$ cat src/rtl/tm1638_key_reader.sv
// TM1638 key-scan reader: periodically requests the shared bus, sends the read-key command
// (0x42), shifts in four scan bytes and publishes the eight board keys as a bitmap.
module tm1638_key_reader #(
  parameter int clk_frequency      = 27_000_000,
  parameter int sclk_frequency     = 500_000,
  parameter int wait_cycles        = 27,
  parameter int scan_period_cycles = 270_000
) (
  input  logic       clk,
  input  logic       rst_n,
  output logic       bus_req,
  input  logic       bus_gnt,
  output logic       stb,
  output logic       sclk,
  output logic       dio_out,
  output logic       dio_oe,
  input  logic       dio_in,
  output logic [7:0] keys,
  output logic       keys_valid,
  output logic       keys_changed,
  output logic       busy,
  output logic [2:0] state_dbg
);

  localparam int H   = clk_frequency / (2 * sclk_frequency);
  localparam int CMX = (H > wait_cycles) ? H : wait_cycles;
  localparam int CW  = $clog2(CMX + 1);
  localparam int PW  = $clog2(scan_period_cycles + 1);

  localparam logic [CW-1:0] H_LAST   = CW'(H - 1);
  localparam logic [CW-1:0] W_LAST   = CW'(wait_cycles - 1);
  localparam logic [PW-1:0] P_LAST   = PW'(scan_period_cycles - 1);
  localparam logic [7:0]    CMD_READ = 8'h42;

  typedef enum logic [2:0] {
    S_IDLE, S_REQ, S_SETUP, S_CMD, S_TURN, S_READ, S_END, S_DONE
  } state_t;

  // Handshake: bus_req stays high from REQ until DONE; the arbiter holds bus_gnt
  // high until bus_req drops, and bus_gnt is only looked at while in REQ.
  state_t        state;
  logic [PW-1:0] period_cnt;
  logic [CW-1:0] phase_cnt;
  logic [4:0]    bit_cnt;
  logic [4:0]    bit_next;
  logic [31:0]   shift_reg;
  logic [7:0]    new_keys;
  logic          dio_meta;
  logic          dio_sync;

  assign state_dbg = state;
  assign bit_next  = bit_cnt + 5'd1;

  always_comb begin
    new_keys = '0;
    for (int i = 0; i < 4; i++) begin
      new_keys[i]     = shift_reg[8*i];
      new_keys[i + 4] = shift_reg[8*i + 4];
    end
  end

  always_ff @(posedge clk or negedge rst_n) begin
    if (!rst_n) begin
      dio_meta <= 1'b1;
      dio_sync <= 1'b1;
    end else begin
      dio_meta <= dio_in;
      dio_sync <= dio_meta;
    end
  end

  always_ff @(posedge clk or negedge rst_n) begin
    if (!rst_n) begin
      state        <= S_IDLE;
      period_cnt   <= P_LAST;  // first scan starts right after reset
      phase_cnt    <= '0;
      bit_cnt      <= '0;
      shift_reg    <= '0;
      stb          <= 1'b1;
      sclk         <= 1'b1;
      dio_out      <= 1'b1;
      dio_oe       <= 1'b0;
      bus_req      <= 1'b0;
      busy         <= 1'b0;
      keys         <= '0;
      keys_valid   <= 1'b0;
      keys_changed <= 1'b0;
    end else begin
      keys_valid   <= 1'b0;
      keys_changed <= 1'b0;
      case (state)
        S_IDLE: begin
          if (period_cnt == P_LAST) begin
            period_cnt <= '0;
            bus_req    <= 1'b1;
            busy       <= 1'b1;
            state      <= S_REQ;
          end else begin
            period_cnt <= period_cnt + PW'(1);
          end
        end
        S_REQ: begin
          if (bus_gnt) begin
            stb       <= 1'b0;
            dio_oe    <= 1'b1;
            dio_out   <= 1'b1;
            phase_cnt <= '0;
            state     <= S_SETUP;
          end
        end
        S_SETUP: begin
          if (phase_cnt == H_LAST) begin
            phase_cnt <= '0;
            bit_cnt   <= '0;
            sclk      <= 1'b0;
            dio_out   <= CMD_READ[0];
            state     <= S_CMD;
          end else begin
            phase_cnt <= phase_cnt + CW'(1);
          end
        end
        S_CMD: begin
          if (phase_cnt != H_LAST) begin
            phase_cnt <= phase_cnt + CW'(1);
          end else begin
            phase_cnt <= '0;
            if (!sclk) begin
              sclk <= 1'b1;
            end else if (bit_cnt == 5'd7) begin
              dio_oe  <= 1'b0;
              dio_out <= 1'b1;
              state   <= S_TURN;
            end else begin
              bit_cnt <= bit_next;
              sclk    <= 1'b0;
              dio_out <= CMD_READ[bit_next[2:0]];
            end
          end
        end
        S_TURN: begin
          if (phase_cnt == W_LAST) begin
            phase_cnt <= '0;
            bit_cnt   <= '0;
            sclk      <= 1'b0;
            state     <= S_READ;
          end else begin
            phase_cnt <= phase_cnt + CW'(1);
          end
        end
        S_READ: begin
          if (phase_cnt != H_LAST) begin
            phase_cnt <= phase_cnt + CW'(1);
          end else begin
            phase_cnt <= '0;
            if (!sclk) begin
              // sample point sits H cycles after the falling edge, past the synchronizer delay
              sclk      <= 1'b1;
              shift_reg <= {dio_sync, shift_reg[31:1]};
            end else if (bit_cnt == 5'd31) begin
              state <= S_END;
            end else begin
              bit_cnt <= bit_next;
              sclk    <= 1'b0;
            end
          end
        end
        S_END: begin
          if (phase_cnt == H_LAST) begin
            phase_cnt <= '0;
            stb       <= 1'b1;
            state     <= S_DONE;
          end else begin
            phase_cnt <= phase_cnt + CW'(1);
          end
        end
        S_DONE: begin
          bus_req      <= 1'b0;
          busy         <= 1'b0;
          keys         <= new_keys;
          keys_valid   <= 1'b1;
          keys_changed <= (new_keys != keys);
          period_cnt   <= '0;
          state        <= S_IDLE;
        end
        default: state <= S_IDLE;
      endcase
    end
  end

endmodule

$ cat config.mk
export PLATFORM = sky130hd
export DESIGN_NAME = tm1638_key_reader
export DESIGN_NICKNAME = d
export VERILOG_FILES = /design/src/rtl/tm1638_key_reader.sv
export SDC_FILE = /design/constraint.sdc
export NUM_CORES = 1
export LEC_CHECK = 0
export CAP_MARGIN = 20
export CORE_MARGIN = 2
export CORE_UTILIZATION = 45
export CTS_CLUSTER_DIAMETER = 60
export DETAILED_ROUTE_END_ITERATION = 8
export PLACE_DENSITY_LB_ADDON = 0.1
export SYNTH_ARGS = -nofsm -noshare
export SYNTH_HDL_FRONTEND = slang
export SYNTH_SLANG_ARGS = --single-unit
$ cat constraint.sdc
create_clock -name clk -period 2.8 [get_ports clk]
set_clock_uncertainty 0.2 [all_clocks]
set_input_delay 0.84 -clock clk [delete_from_list [all_inputs] [get_ports clk]]
set_output_delay 0.84 -clock clk [all_outputs]
set_load 0.005 [all_outputs]
==> run_results.csv <==
group,metric,value,unit
outcome,status,"complete, no violations",
yosys,ys_async_sr_fraction,100,%
critical_path,crit_buf_inv,1,
critical_path,reg2reg_depth,7,
sta,drv_slew,0,
place,portBuffers,22,
yosys,synth_most_common_cell,"dfrtp_1",
yosys,synth_nets,392,
clock_tree,cts_inserted_buffers,9,
clock_tree,insertion_delay,0.35,ns
drt,dr.pass1.iters,4,
sta,finalSetupViolCount,0,
critical_path,cp_max_fo,6,
floorplanning,die_h,100,um
critical_path,slowest_stage,"dfstp_2",
yosys,syn_avg_cell_area,11.0,um2
sta,fin_crit_sh,90.2,%
drt,ant_nets,0,
yosys,ys_top_cells_by_count,"dfrtp_1, mux2_2, nand2_1, nor2_1, o21ai_0",
sta,worst-slew-pin-transition,0.848,ns
clock_tree,htreeDepth,3,
drt,num_vias,2868,
critical_path,cp.required,1.76,ns
drt,drt_iter0_markers,97,
finish,n_antenna_cell,0,
yosys,syn_inst,377,
drt,wire_per_inst,15.6,um
clock_tree,clockBufferDepth,2,
sta,rsz0062_at_grt,"no",
power,p_leak,2.12,nW
yosys,syn_area,4160,um2
finish,multi_input_area,1960,um2
finish,largest_reg_flops,32,
critical_path,crit_type,"reg -> out",
power,power.density,725,nW/um2
critical_path,critical_path.cell_chain,"clkdlybuf4s50_1",
clock_tree,cts_resized,0,
clock_tree,cts_root_buf,"clkbuf_8",
critical_path,cp.depth,1,
critical_path,crit_family,"flip-flops",
yosys,synth_edf_count,0,
critical_path,cp.arrival,1.49,ns
finish,syn_to_final_growth,14.1,%
finish,fill_cells,855,
place,place_area,4550,um2
global_routing,track_usage,17.9,%
yosys,yosysUniqueCellTypes,66,
drt,viasPerCell,5.48,
yosys,ys_top_cells_by_area,"dfrtp_1, mux2_2, dfstp_2",
finish,seq_area,2050,um2
place,place_hpwl,5770,um
finish,drive_gt1_share,26.2,%
global_routing,grt_pass1_vias,2920,
clock_tree,cts.sinks,81,
finish,fin_nets,422,
sta,max_freq,396,MHz
clock_tree,holdBufCountCts,0,
global_routing,antenna_found_initial,0,
yosys,synth-seq-area-share,49.2,%
place,gp_congestion,0.907,
clock_tree,path_clk_slew,0.09,ns
finish,stdcell_area,4750,um2
critical_path,cp_slowest_stage_delay,0.61,ns
yosys,yosysTopAreaCellShare,39.1,%
yosys,yosys_warnings,0,
power,ir_drop,0.000318,V
floorplanning,start_util,45.7,%
sta,fin_setup_tns,0,ns
floorplanning,die-area,10000,um2
clock_tree,cts_setup_buffers,0,
clock_tree,cts_tree,"done",
floorplanning,core_area,9110,um2
run,cap_violations,0,
floorplanning,ios,23,
yosys,ys_ff_latch,81,
global_routing,overflow,0,
drt,drc,0,
sta,fin_crit,2.53,ns
finish,fin_util,52.1,%
critical_path,start_kind,"register",
min_path,holdPathStages,0,
global_routing,grt_pass1_wl,14300,um
yosys,synth_area_leader_cell,"dfrtp_1",
critical_path,end_kind,"output pin",
drt,routed_wirelength,8160,um
global_routing,grt_start_max_net_pins,33,
floorplanning,die-width,100,um
sta,maxSlewHeadroom,43.2,%
sta,hold_viol_final,0,
min_path,hold_path.class,"reg -> reg",
yosys,synthFlopType,"dfrtp_1",
floorplanning,fp-row-count,35,
==> cell usage in the layout (no fill, tap or decap), types with 6 or more instances in the layout <==
| cell | count |
|---|---|
| nand3_1 | 14 |
| buf_4 | 14 |
| nor2_1 | 20 |
| nand2b_1 | 6 |
| a21oi_1 | 17 |
| mux2_2 | 42 |
| clkdlybuf4s50_1 | 21 |
| ha_1 | 11 |
| o21ai_0 | 19 |
| dfstp_2 | 16 |
| clkbuf_8 | 9 |
| nand2_1 | 31 |
| inv_1 | 17 |
| dfrtp_1 | 65 |
| xor2_1 | 9 |
==> worst register-to-register path: stages (launching register included) <==
cell     delay (ns)
dfrtp_1        0.43
inv_1          0.11
ha_1           0.34
nor2b_1        0.44
o31ai_2        0.16
buf_4          0.20
or3_2          0.44
o21ai_0        0.10
==> routing by layer <==
| metal | track usage (%) | part of all wire [%] |
|---|---|---|
| met1 | 25.7 | 52 |
| met2 | 27.2 | 44 |
| met3 | 3.97 | 2.7 |
| met4 | 5.48 | 1.2 |
| met5 | 0 | 0 |
==> kinds of logic (layout without fill, tap and decap cells) <==
logic type | Yosys count | in the layout | synth area share (%)
flops | 81 | 81 | 49.2
simple gates | 121 | 121 | 17.3
mux | 49 | 49 | 13.1
fa+ha+maj | 11 | 11 | 3.31
buf+inv | 34 | 69 | 3.79
xor+xnor | 10 | 10 | 2.11
compound gates | 71 | 71 | 11.2
==> where the power goes <==
group	leakage (nW)	internal, mW	switching, mW	total (mW)
Combinational	0.956	0.502	0.691	1.19
Clock	0.101	0.422	0.462	0.884
Sequential	1.06	1.27	0.0950	1.36
Total	2.12	2.19	1.25	3.44
==> metrics by stage <==
step / std cells / power, mW / hold WS [ns] / setup slack [ns]
floorplan: 377 / 2.21 / 0.145 / 0.574
global placement: 507 / 2.56 / 0.155 / 0.257
detailed placement: 507 / 2.59 / 0.151 / 0.237
CTS: 523 / 3.47 / 0.153 / 0.255
global route: 523 / 3.68 / 0.154 / 0.0784
finish: 523 / 3.44 / 0.153 / 0.274
==> cell type report <==
cell class / count / area share, %
Sequential cell: 81 / 43.1
Multi-Input combinational cell: 262 / 41.3
Timing Repair Buffer: 36 / 7.06
Tap cell: 111 / 2.92
Clock buffer: 9 / 2.61
Clock inverter: 7 / 1.63
Inverter: 17 / 1.34
==> final timing paths <==
kind                                    from            end  slack (ns)
worst max-delay path                    sclk           sclk        0.27
worst min register to register      dio_meta       dio_sync        0.15
max in group asynchronous              rst_n  shift_reg[19]        1.57
worst min-delay path                dio_meta       dio_sync        0.15
worst max register to register  state_dbg[0]  period_cnt[9]        0.29
min in group asynchronous              rst_n     bit_cnt[1]        0.18
No activity file was read; power rests on OpenSTA's default activity.
